**src/rtl/batch_mul_rr_sched.sv**
```systemverilog
// Round-robin scheduler that shares one signed x unsigned multiplier pipeline among N_REQ lanes.
// Optional counters stat_issues/stat_stall are built when BATCH_MUL_SCHED_STATS_EN is defined.
module batch_mul_rr_sched #(
    parameter int N_REQ     = 4,
    parameter int NUM_STAGE = 2,
    parameter int A_W       = 25,
    parameter int B_W       = 9,
    parameter int P_W       = 34
) (
    input  logic                   ap_clk,
    input  logic                   ap_rst_n,
    input  logic                   en,
    input  logic [N_REQ-1:0]       req_valid,
    output logic [N_REQ-1:0]       req_ready,
    input  logic [N_REQ*A_W-1:0]   req_a,
    input  logic [N_REQ*B_W-1:0]   req_b,
    output logic [N_REQ-1:0]       rsp_valid,
    output logic [P_W-1:0]         rsp_p,
    output logic                   busy
`ifdef BATCH_MUL_SCHED_STATS_EN
    ,
    output logic [31:0]            stat_issues,
    output logic [31:0]            stat_stall
`endif
);

    localparam int PTR_W = $clog2(N_REQ);
    localparam logic [PTR_W-1:0] LAST_LANE = PTR_W'(N_REQ - 1);

    // Handshake contract: a lane transfers in the cycle req_valid[i] & req_ready[i];
    // req_ready is a function of en, reset, rr pointer and req_valid only.
    logic [PTR_W-1:0] r_rr_ptr;
    logic [PTR_W-1:0] w_gnt_idx;
    logic             w_found;
    int               w_scan;
    logic [N_REQ-1:0] w_hs;

    always_comb begin
        w_found   = 1'b0;
        w_gnt_idx = '0;
        w_scan    = 0;
        req_ready = '0;
        for (int k = 0; k < N_REQ; k++) begin
            w_scan = int'(r_rr_ptr) + k;
            if (w_scan >= N_REQ) w_scan = w_scan - N_REQ;
            if (!w_found && req_valid[w_scan[PTR_W-1:0]]) begin
                w_found   = 1'b1;
                w_gnt_idx = w_scan[PTR_W-1:0];
            end
        end
        if (en && ap_rst_n && w_found) req_ready[w_gnt_idx] = 1'b1;
    end

    assign w_hs = req_valid & req_ready;

    always_ff @(posedge ap_clk or negedge ap_rst_n) begin
        if (!ap_rst_n) begin
            r_rr_ptr <= '0;
        end else if (|w_hs) begin
            r_rr_ptr <= (w_gnt_idx == LAST_LANE) ? '0 : w_gnt_idx + 1'b1;
        end
    end

    // Stage 0 holds zeros when idle so the product, and hence rsp_p, is 0 without a valid.
    logic [A_W-1:0]   r_a;
    logic [B_W-1:0]   r_b;
    logic [N_REQ-1:0] r_tag [NUM_STAGE];

    always_ff @(posedge ap_clk or negedge ap_rst_n) begin
        if (!ap_rst_n) begin
            r_a <= '0;
            r_b <= '0;
            for (int s = 0; s < NUM_STAGE; s++) r_tag[s] <= '0;
        end else begin
            r_a      <= (|w_hs) ? req_a[w_gnt_idx*A_W +: A_W] : '0;
            r_b      <= (|w_hs) ? req_b[w_gnt_idx*B_W +: B_W] : '0;
            r_tag[0] <= w_hs;
            for (int s = 1; s < NUM_STAGE; s++) r_tag[s] <= r_tag[s-1];
        end
    end

    logic [P_W-1:0] w_a_ext;
    logic [P_W-1:0] w_b_ext;
    logic [P_W-1:0] w_prod;

    // Low P_W bits of the extended unsigned product equal the signed product.
    assign w_a_ext = {{(P_W-A_W){r_a[A_W-1]}}, r_a};
    assign w_b_ext = {{(P_W-B_W){1'b0}}, r_b};
    assign w_prod  = w_a_ext * w_b_ext;

    generate
        if (NUM_STAGE == 1) begin : g_single
            assign rsp_p = w_prod;
        end else begin : g_multi
            logic [P_W-1:0] r_p [1:NUM_STAGE-1];
            always_ff @(posedge ap_clk or negedge ap_rst_n) begin
                if (!ap_rst_n) begin
                    for (int s = 1; s < NUM_STAGE; s++) r_p[s] <= '0;
                end else begin
                    r_p[1] <= w_prod;
                    for (int s = 2; s < NUM_STAGE; s++) r_p[s] <= r_p[s-1];
                end
            end
            assign rsp_p = r_p[NUM_STAGE-1];
        end
    endgenerate

    assign rsp_valid = r_tag[NUM_STAGE-1];

    always_comb begin
        busy = 1'b0;
        for (int s = 0; s < NUM_STAGE; s++) busy = busy | (|r_tag[s]);
    end

`ifdef BATCH_MUL_SCHED_STATS_EN
    logic [31:0] r_stat_issues;
    logic [31:0] r_stat_stall;

    always_ff @(posedge ap_clk or negedge ap_rst_n) begin
        if (!ap_rst_n) begin
            r_stat_issues <= '0;
            r_stat_stall  <= '0;
        end else begin
            if (|w_hs) r_stat_issues <= r_stat_issues + 32'd1;
            if ((|req_valid) && !(|w_hs) && (r_stat_stall != 32'hFFFF_FFFF))
                r_stat_stall <= r_stat_stall + 32'd1;
        end
    end

    assign stat_issues = r_stat_issues;
    assign stat_stall  = r_stat_stall;
`endif

endmodule

```
**config.mk**
```make
export PLATFORM = sky130hd
export DESIGN_NAME = batch_mul_rr_sched
export DESIGN_NICKNAME = d
export VERILOG_FILES = /design/src/rtl/batch_mul_rr_sched.sv
export SDC_FILE = /design/constraint.sdc
export NUM_CORES = 1
export LEC_CHECK = 0
export ABC_AREA = 1
export BUFFER_PORTS_ARGS = -buffer_cell sky130_fd_sc_hd__buf_2
export CORE_UTILIZATION = 30
export CTS_CLUSTER_DIAMETER = 50
export DETAILED_ROUTE_END_ITERATION = 10
export GPL_ROUTABILITY_DRIVEN = 0
export HOLD_SLACK_MARGIN = 0.15
export PLACE_DENSITY = 0.51
export RECOVER_POWER = 25
export SLEW_MARGIN = 10
export SYNTH_ARGS = -nofsm -noshare
export SYNTH_HDL_FRONTEND = slang
export SYNTH_SLANG_ARGS = --single-unit
export TNS_END_PERCENT = 50
```
**constraint.sdc**
```tcl
create_clock -name ap_clk -period 8.2 [get_ports ap_clk]
set_clock_uncertainty 0.2 [all_clocks]
set_input_delay 0.41 -clock ap_clk [delete_from_list [all_inputs] [get_ports ap_clk]]
set_output_delay 0.41 -clock ap_clk [all_outputs]
set_load 0.01 [all_outputs]
```
==> run_results.csv, run 1 <==
group,metric,value,unit
cells_and_area,drive_gt1_share,13.2,%
cells_and_area,final_common_cell,"inv_1",
synth,yosysUniqueCellTypes,38,
grt,grt_max_degree,72,
setup_path,r2r_end,"rsp_p[23]",
die,die_w,208,um
cts,htree_levels,3,
sta,tightest_slew,1.78,ns
setup_path,cp_cell_sequence,"nand2_1 -> fa_1 -> inv_1 -> fa_1 -> fa_1 -> fa_1 -> inv_1 -> fa_1 -> inv_1 -> ha_1 -> nand2_1 -> nor2_1 -> inv_1 -> nor3_1 -> or3b_2 -> nand4_1 -> nand2_1",
synth,ys.flop_type,"dfrtp_1",
setup_path,cp.arrival,5.96,ns
synth,yosysWarningCount,0,
power,p_per_area,202,mW/mm2
route,final_antenna_net_count,0,
sta,max_freq,169,MHz
setup_path,end_kind,"flip-flop",
grt,gr-usage-met2,25.6,%
route,vias_per_cell,4.44,
cells_and_area,final.fill_count,4540,
job,maxCapViolCount,1,
grt,overflow,0,
power,ir_drop,0.000189,V
cts,ctsResizeCount,0,
route,first_pass_iters,4,
die,initial_utilization,30.3,%
synth,synthTopCellsByArea,"fa_1 29%, dfrtp_1 15%, inv_1 14%",
run_status,status,"finished with violations",
power,p_leak,9.08,nW
setup_path,crit_slowest_cell,"dfrtp_1",
sta,timing_hold_violations_final,0,
worst_hold_path,hold_start,"req_valid[1]",
synth,synth_cells,1699,
route,drt-initial-drc-count,508,
setup_path,crit_type,"flip-flop to flip-flop",
setup_path,path_depth,17,
route,wire_per_inst,14.3,um
route,drt-total-wl,33800,um
sta,drv_slew,30,
setup_path,reg2reg_from,"r_b[1]",
cells_and_area,layout_common_cells,"461 x inv_1, 429 x nand2_1, 182 x fa_1",
synth,syn_area_per_cell,7.47,um2
sta,rsz0062_at_grt,"false",
placed_design,place_area,0.0139,mm2
die,core,0.0419,mm2
grt,met3_usage,2.57,%
cts,numCtsBuffers,9,
setup_path,crit_fanout,25,
cts,clk_latency,0.36,ns
setup_path,cp.required,8.24,ns
setup_path,cp_common_cell,"fa_1",
grt,grt_first_pass_wirelength,56900,um
setup_path,cp-start-kind,"flip-flop",
sta,min_period_over_period,72.2,%
synth,syn-num-nets,2100,
grt,busiest_layer,"met2",
worst_hold_path,hold_class,"input pin to flip-flop",
cts,cts.sinks,78,
placed_design,place_ws,2.29,ns
sta,setup_viol,0,
setup_path,path_delay_family,"adder cells",
synth,synthesis.area,0.0127,mm2
setup_path,path_buf_inv,4,
placed_design,port_buffers,185,
route,route.detailed.drc,0,
cts,clk_pin_slew_worst_paths,0.06,ns
grt,grt_usage,16.4,%
synth,async_flop_share,100,%
grt,use_met1,23.7,%
synth,ys_seq_area_share,15.4,%
grt,grt_pass1_vias,11000,
setup_path,max_stage_delay,1.04,ns
die,ios,186,
sta,fin_crit,5.92,ns
setup_path,r2r_slack,2.28,ns
placed_design,dp_hpwl,27500,um
setup_path,reg2reg_depth,17,
route,vias,10500,
synth,ys_ff_latch,78,
die,die_area,0.0432,mm2
setup_path,startpoint,"r_b[1]",
synth,yosysTopAreaCell,"fa_1",
cts,cts_tree,"done",
cts,root_buffer,"clkbuf_16",
cells_and_area,post-route-cell-area,0.0142,mm2
die,rows,75,
sta,slew_headroom,-18.4,%
cells_and_area,syn_to_final_growth,11.8,%
die,die_y,208,um
sta,fin_ws,2.28,ns
run_status,violations,"capacitance limit, slew limit",
sta,setup_tns,0,ns
setup_path,crit_path_end,"rsp_p[23]",
cells_and_area,nets,2215,
grt,antenna_found_initial,1,
cts,clockBufferDepth,2,
synth,yosysTopAreaCellShare,28.7,%
synth,synth_edf_count,0,
cells_and_area,n_antenna_cell,0,
## where the power goes
part	switching [W]	internal, W
combinational	0.00108	0.000535
sequential	0.000336	0.000497
clock	0.000159	0.000263
total	0.00157	0.00130
## sequential cells by signal, indices dropped and copies added (netlist names)
register   count
rsp_valid      4
rsp_p         34
r_a           25
r_tag          4
r_rr_ptr       2
r_b            9
## synth_stat cells, types with 2 or more instances
library cell	n
inv_1	461
nand2_1	429
fa_1	182
nand3_1	127
dfrtp_1	78
ha_1	76
clkbuf_1	52
nor2_1	42
nand3b_1	35
a21oi_1	33
a21oi_2	31
xor2_1	27
o21ai_0	18
buf_2	14
a21o_1	11
nand2_2	11
buf_4	10
nand4_1	10
a31oi_1	7
buf_6	7
xnor2_1	6
o21bai_1	5
buf_1	4
inv_2	4
nand2_4	2
nor2_2	2
nor3_1	2
nor4_1	2
o21a_1	2
## cell type report
class | instances | area (um2) | area share, %
Tap cell | 539 | 674 | 4.75
Timing Repair Buffer | 191 | 955 | 6.72
Sequential cell | 78 | 1950 | 13.7
Clock inverter | 4 | 73.8 | 0.520
Inverter | 465 | 1750 | 12.3
Clock buffer | 10 | 229 | 1.61
Multi-Input combinational cell | 1069 | 8570 | 60.4
## per-layer routing
metal | share of wire [%] | vias up
met5 | 0.038 | -
met4 | 1.1 | 2
met3 | 5.4 | 27
met2 | 43 | 309
met1 | 50 | 4954
li1 | - | 5173
## how the worst min path moves through the flow
stage                    to  cells past startpoint
3_5_place_dp   rsp_valid[3]                      0
2_1_floorplan        r_a[0]                      0
5_1_grt            r_tag[5]                      3
6_report           r_tag[5]                      3
4_1_cts            r_tag[5]                      3
3_3_place_gp   rsp_valid[0]                      0
## tightest hold or removal path, stage by stage
cell	delay, ns
buf_2	0.11
nand4_1	0.11
inv_1	0.04
## through the flow
| stage | std cells | hold slack [ns] | util, % | power [W] |
|---|---|---|---|---|
| final | 2356 | 0.164 | 33.9 | 0.00287 |
| after detailed placement | 2339 | 0.169 | 33.2 | 0.00247 |
| after CTS | 2356 | 0.153 | 34.0 | 0.00291 |
| after global placement | 2339 | 0.165 | 33.2 | 0.00246 |
| after floorplan | 1699 | -0.0856 | - | 0.00202 |
| after global routing | 2356 | 0.180 | 33.9 | 0.00314 |
## cells by family after synthesis
| group | Yosys count | synth area share [%] |
|---|---|---|
| buf+inv | 552 | 17.2 |
| xor+xnor | 33 | 2.28 |
| fa+ha+maj | 258 | 36.2 |
| simple gates | 668 | 23.1 |
| compound gates | 110 | 5.87 |
| flops | 78 | 15.4 |
## timing repair
item	CTS	global route
setup buffers	0	0
hold buffers	3	0
setup endpoints to repair	0	0
endpoints found under the hold margin	29	0
Note: power is estimated with default switching activity, not from simulation.
==> run 2, diff against run 1 <==
--- a/config.mk
+++ b/config.mk
@@ -5,14 +5,14 @@
 export SDC_FILE = /design/constraint.sdc
 export NUM_CORES = 1
 export LEC_CHECK = 0
-export ABC_AREA = 1
+export ABC_AREA = 0
 export BUFFER_PORTS_ARGS = -buffer_cell sky130_fd_sc_hd__buf_2
 export CORE_UTILIZATION = 30
 export CTS_CLUSTER_DIAMETER = 50
 export DETAILED_ROUTE_END_ITERATION = 10
 export GPL_ROUTABILITY_DRIVEN = 0
 export HOLD_SLACK_MARGIN = 0.15
-export PLACE_DENSITY = 0.51
+export PLACE_DENSITY = 0.52
 export RECOVER_POWER = 25
 export SLEW_MARGIN = 10
 export SYNTH_ARGS = -nofsm -noshare
==> constraint.sdc (replaced) <==
create_clock -name ap_clk -period 5.7 [get_ports ap_clk]
set_clock_uncertainty 0.2 [all_clocks]
set_input_delay 0.285 -clock ap_clk [delete_from_list [all_inputs] [get_ports ap_clk]]
set_output_delay 0.285 -clock ap_clk [all_outputs]
set_load 0.01 [all_outputs]
==> run 2 against run 1 <==
Net effect:
- the flow still finishes with violations (capacitance limit, slew limit)
- total power fell by 17%
- cell area is 2.6% higher
- clock-buffer cell count fell by 1
- first-iteration DRC count is 40% lower
- non-clock buffer count grew 187
- hold slack better by 0.020 ns
- global-route usage up 1.1 points
- register-to-register slack worse by 2.2 ns
- worst setup slack worse by 2.2 ns
- critical path type unchanged
==> run_results.csv, run 2 <==
group,metric,value,unit
run_status,status,"finished with violations",
run_status,violations,"capacitance limit, slew limit",
grt,grt_first_pass_wirelength,52000,um
placed_design,place_ws,-0.328,ns
synth,yosysWarningCount,0,
power,p_sw,0.000960,W
cells_and_area,drive_gt1_share,23.2,%
sta,min_period_over_period,98.1,%
synth,synth.top_cells.by_count,"269 x nand2_1, 207 x inv_1, 182 x fa_1, 115 x and2_1, 78 x dfrtp_1",
grt,grt_pass1_vias,10300,
cells_and_area,nets,1962,
placed_design,dp_hpwl,24600,um
cells_and_area,syn_to_final_growth,32.3,%
synth,async_flop_share,100,%
setup_path,cp.required,5.80,ns
sta,fin_ws,0.106,ns
route,route.detailed.drc,0,
synth,yosysTopAreaCellShare,33.1,%
power,clockPowerShare,26.8,%
cts,clk_latency,0.37,ns
sta,slew_headroom,-53.7,%
synth,yosysTopAreaCell,"fa_1",
setup_path,cp-start-kind,"flip-flop",
cts,root_buffer,"clkbuf_16",
setup_path,reg2reg_depth,21,
synth,yosysMostFrequentCell,"nand2_1",
cts,htree_levels,3,
sta,setup_viol,0,
route,wire_per_inst,15.2,um
cells_and_area,final.fill_count,3609,
route,vias,9321,
power,ir_drop,0.000148,V
placed_design,port_buffers,185,
die,initial_utilization,30.7,%
synth,ys_seq_area_share,17.7,%
setup_path,crit_type,"flip-flop to flip-flop",
grt,grt_usage,17.4,%
setup_path,end_kind,"flip-flop",
synth,synthesis.area,0.0110,mm2
synth,syn_area_per_cell,8.92,um2
setup_path,reg2reg_from,"r_b[4]",
job,maxCapViolCount,1,
grt,antenna_found_initial,0,
power,p_int,0.00143,W
cts,clk_pin_slew_worst_paths,0.08,ns
die,core,0.0358,mm2
setup_path,r2r_slack,0.11,ns
sta,rsz0062_at_grt,"true",
route,vias_per_cell,4.60,
die,ios,186,
cells_and_area,layout_common_cells,"268 x nand2_1, 206 x inv_1, 176 x fa_1",
power,switching_share,40.3,%
sta,fin_crit,5.59,ns
die,rows,69,
die,die_y,194,um
cells_and_area,n_antenna_cell,0,
cells_and_area,final_util,40.7,%
synth,ys_ff_latch,78,
die,die_w,194,um
setup_path,crit_path_end,"rsp_p[33]",
sta,drv_slew,36,
synth,syn-num-nets,1635,
cts,numCtsBuffers,9,
setup_path,crit_fanout,5,
synth,ys.flop_type,"dfrtp_1",
cts,cts_tree,"done",
route,drt-total-wl,30800,um
sta,timing_hold_violations_final,0,
sta,tightest_slew,2.30,ns
setup_path,r2r_end,"rsp_p[33]",
cells_and_area,final_common_cell,"nand2_1",
power,p_comb_share,43.5,%
synth,synth_edf_count,0,
sta,max_freq,179,MHz
power,p_seq_share,29.7,%
worst_hold_path,hold_class,"flip-flop to flip-flop",
route,final_antenna_net_count,0,
cts,clockBufferDepth,2,
setup_path,startpoint,"r_b[4]",
synth,yosysUniqueCellTypes,50,
cts,cts.sinks,78,
setup_path,cp.arrival,5.69,ns
power,p_per_area,164,mW/mm2
route,drt-initial-drc-count,307,
die,die_area,0.0375,mm2
grt,grt_max_degree,71,
cells_and_area,largest_reg_flops,34,
synth,synth_cells,1234,
synth,synthTopCellsByArea,"fa_1 33%, dfrtp_1 18%, nand2_1 9.2%",
grt,overflow,0,
power,p_leak,8.12,nW
route,first_pass_iters,7,
==> run 2: logic make-up after synthesis <==
| family | after synthesis | synth area share (%) |
|---|---|---|
| flops | 78 | 17.7 |
| simple gates | 471 | 20.3 |
| compound gates | 119 | 7.85 |
| fa+ha+maj | 258 | 41.7 |
| xor+xnor | 37 | 2.94 |
| mux | 1 | 0.0909 |
| buf+inv | 270 | 9.34 |
==> run 2: metrics by stage <==
| stage | hold slack (ns) | std cells | instance area, um2 | total power (W) | TNS [ns] |
|---|---|---|---|---|---|
| detailed placement | 0.118 | 1925 | 13200 | 0.00167 | -1.39 |
| floorplan | -0.211 | 1234 | 11000 | 0.00125 | 0 |
| global placement | 0.108 | 1925 | 13200 | 0.00166 | -0.573 |
| CTS | 0.179 | 2023 | 14400 | 0.00242 | -0.00702 |
| finish | 0.184 | 2027 | 14600 | 0.00239 | 0 |
| global route | 0.203 | 2027 | 14600 | 0.00256 | -0.217 |
==> run 2: timing repair <==
item / in CTS / in global routing
hold buffers: 73 / 0
gates resized for setup: 25 / 26
endpoints found under the setup margin: 9 / 10
endpoints found under the hold margin: 71 / 0
pin swaps: 25 / 24
setup buffers: 8 / 6
gates cloned: 1 / 0
==> run 2: cell type report <==
cell class | count | area, um2 | area share, %
multi-input combinational | 886 | 8270 | 56.8
timing repair buffer | 378 | 2660 | 18.2
sequential | 78 | 1960 | 13.5
inverter | 208 | 781 | 5.36
tap | 461 | 577 | 3.96
clock buffer | 9 | 225 | 1.55
clock inverter | 7 | 93.8 | 0.644
==> run 2: power by group through the flow <==
stage               clock network, W  logic [W]  registers [W]
floorplan                          0   0.000573       0.000680
global placement                   0   0.000939       0.000718
detailed placement                 0   0.000948       0.000717
CTS                         0.000666    0.00104       0.000708
global route                0.000682    0.00116       0.000718
finish                      0.000640    0.00104       0.000708
==> run 2: worst min-delay path by stage <==
stage               startpoint           end  slack [ns]  cells after the start
floorplan             ap_rst_n        r_a[0]       -0.21                      0
global placement      ap_rst_n       r_a[11]        0.11                      1
detailed placement    ap_rst_n       r_a[11]        0.12                      1
CTS                   r_tag[5]  rsp_valid[1]        0.18                      0
global route          r_tag[7]  rsp_valid[3]        0.20                      0
finish                r_tag[5]  rsp_valid[1]        0.18                      0
==> run 2: metal layers <==
metal	up-vias	GRT usage (%)	share of wire [%]
li1	4474	-	-
met1	4602	23.1	46
met2	219	29.5	47
met3	26	2.70	4.5
met4	0	4.86	1.8
met5	-	0	0
==> run 2: critical path, cell delays in order (launching register included) <==
cell and delay (ns):
dfrtp_2 0.43, buf_6 0.12, buf_12 0.12, and2_4 0.13, fa_2 0.34, fa_1 0.48
inv_1 0.05, fa_1 0.48, inv_1 0.05, fa_1 0.47, inv_1 0.05, fa_1 0.49
inv_2 0.05, ha_4 0.21, a21o_1 0.20, a221o_1 0.37, a221oi_4 0.34, nor3_4 0.09
o21ai_2 0.22, o221ai_2 0.14, or4_1 0.41, nand3_1 0.09
==> run 3, diff against run 2 <==
==> constraint.sdc (replaced) <==
create_clock -name ap_clk -period 5.7 [get_ports ap_clk]
set_clock_uncertainty 0.2 [all_clocks]
set_input_delay 0.57 -clock ap_clk [delete_from_list [all_inputs] [get_ports ap_clk]]
set_output_delay 0.57 -clock ap_clk [all_outputs]
set_load 0.01 [all_outputs]
==> run 3 against run 2 <==
Net effect:
- the flow still finishes with violations (capacitance limit, slew limit)
- routed wire length down 1.2%
- flip-flop and latch count unchanged
- final cell count down 3.5%
- largest cell class unchanged
- clock power about the same
- non-clock buffer count down 71
- maximum frequency down 0.21%
- sequential power about the same
- total power down 2.6%
- highest routed layer is now met5
- hold slack worse by 0.0047 ns
- core utilization down 1.9 points
- combinational power down 6%
==> run_results.csv, run 3 (same netlist as run 2, synthesis figures left out) <==
group,metric,value,unit
setup_path,cp-start-kind,"flip-flop",
die,die_y,194,um
power,ir_drop,0.000147,V
power,p_sw,0.000948,W
worst_hold_path,hold_depth,0,
sta,slew_headroom,-53.5,%
setup_path,cp.arrival,5.70,ns
setup_path,end_kind,"flip-flop",
cts,numCtsBuffers,9,
power,p_leak,7.75,nW
setup_path,crit_type,"flip-flop to flip-flop",
placed_design,placedCellCount,1925,
sta,setup_viol,0,
cts,htree_levels,3,
route,drt-total-wl,30500,um
sta,timing_hold_violations_final,0,
grt,grt_usage,17.3,%
grt,grt_max_degree,71,
cells_and_area,instances_no_fill,1956,
sta,holdWs,0.180,ns
setup_path,cp_common_cell,"fa_1",
route,drt-initial-drc-count,324,
sta,drv_slew,36,
route,vias_per_cell,4.61,
cts,clk_latency,0.37,ns
cells_and_area,final_common_cell,"nand2_1",
cells_and_area,syn_to_final_growth,26.0,%
setup_path,cp.required,5.80,ns
setup_path,cp_cell_sequence,"buf_6 -> nand2_2 -> fa_1 -> inv_1 -> fa_1 -> fa_1 -> fa_1 -> inv_2 -> fa_1 -> inv_2 -> ha_4 -> and3_4 -> a221o_1 -> a221oi_4 -> nor3_4 -> o21ai_2 -> o221ai_2 -> or4_1 -> nand3_1",
job,maxCapViolCount,1,
setup_path,r2r_end,"rsp_p[33]",
die,core,0.0358,mm2
setup_path,crit_slowest_cell,"fa_1",
cts,root_buffer,"clkbuf_16",
power,switching_share,40.8,%
power,p_seq_share,30.6,%
power,p_comb_share,42.0,%
setup_path,max_stage_delay,0.53,ns
die,rows,69,
die,die_area,0.0375,mm2
cts,clk_pin_slew_worst_paths,0.07,ns
cts,cts_tree,"done",
worst_hold_path,hold_class,"flip-flop to flip-flop",
sta,min_period_over_period,98.3,%
sta,max_freq,178,MHz
sta,fin_crit,5.61,ns
die,ios,186,
power,p_int,0.00137,W
setup_path,reg2reg_depth,19,
cts,clockBufferDepth,2,
power,p_per_area,167,mW/mm2
setup_path,crit_fanout,4,
die,die_w,194,um
setup_path,r2r_slack,0.09,ns
route,route.detailed.drc,0,
cells_and_area,drive_gt1_share,25.0,%
cells_and_area,nets,1891,
worst_hold_path,min_to,"rsp_valid[1]",
cells_and_area,layout_common_cells,"263 x nand2_1, 204 x inv_1, 176 x fa_1",
grt,overflow,0,
power,clockPowerShare,27.5,%
route,first_pass_iters,7,
sta,rsz0062_at_grt,"true",
run_status,status,"finished with violations",
route,final_antenna_net_count,0,
grt,antenna_found_initial,1,
cells_and_area,final.fill_count,3656,
cells_and_area,largest_reg_flops,34,
placed_design,dp_hpwl,24600,um
worst_hold_path,hold_start,"r_tag[5]",
placed_design,port_buffers,185,
setup_path,reg2reg_from,"r_b[3]",
run_status,violations,"capacitance limit, slew limit",
cells_and_area,n_antenna_cell,0,
grt,grt_pass1_vias,10000,
route,wire_per_inst,15.6,um
sta,tightest_slew,2.30,ns
cts,cts.sinks,78,
die,initial_utilization,30.7,%
grt,grt_first_pass_wirelength,51200,um
route,vias,9023,
==> run 3: cell count changes in the layout (fill, tap and decap cells not counted), sizes merged <==
cell         previous run  this run
dlygate4sd3            73         1
buf                   294       296
clkbuf                 20        19
==> run 3: how the worst max path moves through the flow <==
stage / startpoint / end / slack (ns) / cells past startpoint
final: r_b[3] / rsp_p[33] / 0.09 / 19
after global routing: r_b[4] / rsp_p[26] / -0.11 / 22
after CTS: r_b[4] / rsp_p[33] / -0.007 / 21
after detailed placement: r_b[1] / rsp_p[33] / -0.33 / 20
after global placement: r_b[3] / rsp_p[32] / -0.21 / 20
after floorplan: r_b[2] / rsp_p[33] / 0.001 / 22
==> run 3: repair_timing <==
action	4_1_cts	5_1_grt
pin swaps	25	28
endpoints found under the hold margin	33	0
resized for setup	25	37
setup endpoints to repair	9	10
gates cloned	1	0
hold buffers	1	0
buffers inserted	8	7
==> run 3: critical path, delay by kind of cell (launching register included) <==
family / cells / cell delay [ns]
adder cells (fa/ha/maj): 6 / 2.77
AO/OA/AOI/OAI: 4 / 1.07
AND/OR/NAND/NOR: 5 / 0.80
flip-flops: 1 / 0.44
buffers and inverters: 4 / 0.26
==> run 3: per-layer routing <==
metal	wire, um	global-route usage (%)	vias up
met5	13	0	-
met4	585	4.95	2
met3	1550	2.96	30
met2	14300	28.6	228
met1	14000	23.1	4431
li1	-	-	4332
==> run 3: per-stage QoR <==
step | util [%] | setup TNS (ns) | total power [W] | instance area, um2 | setup WS [ns]
global route | 38.7 | -0.241 | 0.00250 | 13900 | -0.107
finish | 38.7 | 0 | 0.00232 | 13900 | 0.0945
CTS | 38.3 | -0.00702 | 0.00236 | 13700 | -0.00702
detailed placement | 36.8 | -1.39 | 0.00167 | 13200 | -0.328
floorplan | - | 0 | 0.00125 | 11000 | 0.00130
global placement | 36.8 | -0.573 | 0.00166 | 13200 | -0.212
==> run 3: power by group through the flow <==
stage / Combinational, W / Sequential, W / Clock, W
6_report: 0.000974 / 0.000709 / 0.000638
4_1_cts: 0.000983 / 0.000708 / 0.000666
3_5_place_dp: 0.000948 / 0.000717 / 0
2_1_floorplan: 0.000573 / 0.000680 / 0
3_3_place_gp: 0.000939 / 0.000718 / 0
5_1_grt: 0.00110 / 0.000719 / 0.000684
==> run 3: layout make-up <==
| cell class | count | area, um2 | area share, % |
|---|---|---|---|
| Timing Repair Buffer | 307 | 1950 | 14.1 |
| Inverter | 208 | 781 | 5.63 |
| Tap cell | 461 | 577 | 4.16 |
| Clock buffer | 9 | 225 | 1.62 |
| Sequential cell | 78 | 1970 | 14.2 |
| Clock inverter | 7 | 93.8 | 0.677 |
| Multi-Input combinational cell | 886 | 8270 | 59.6 |
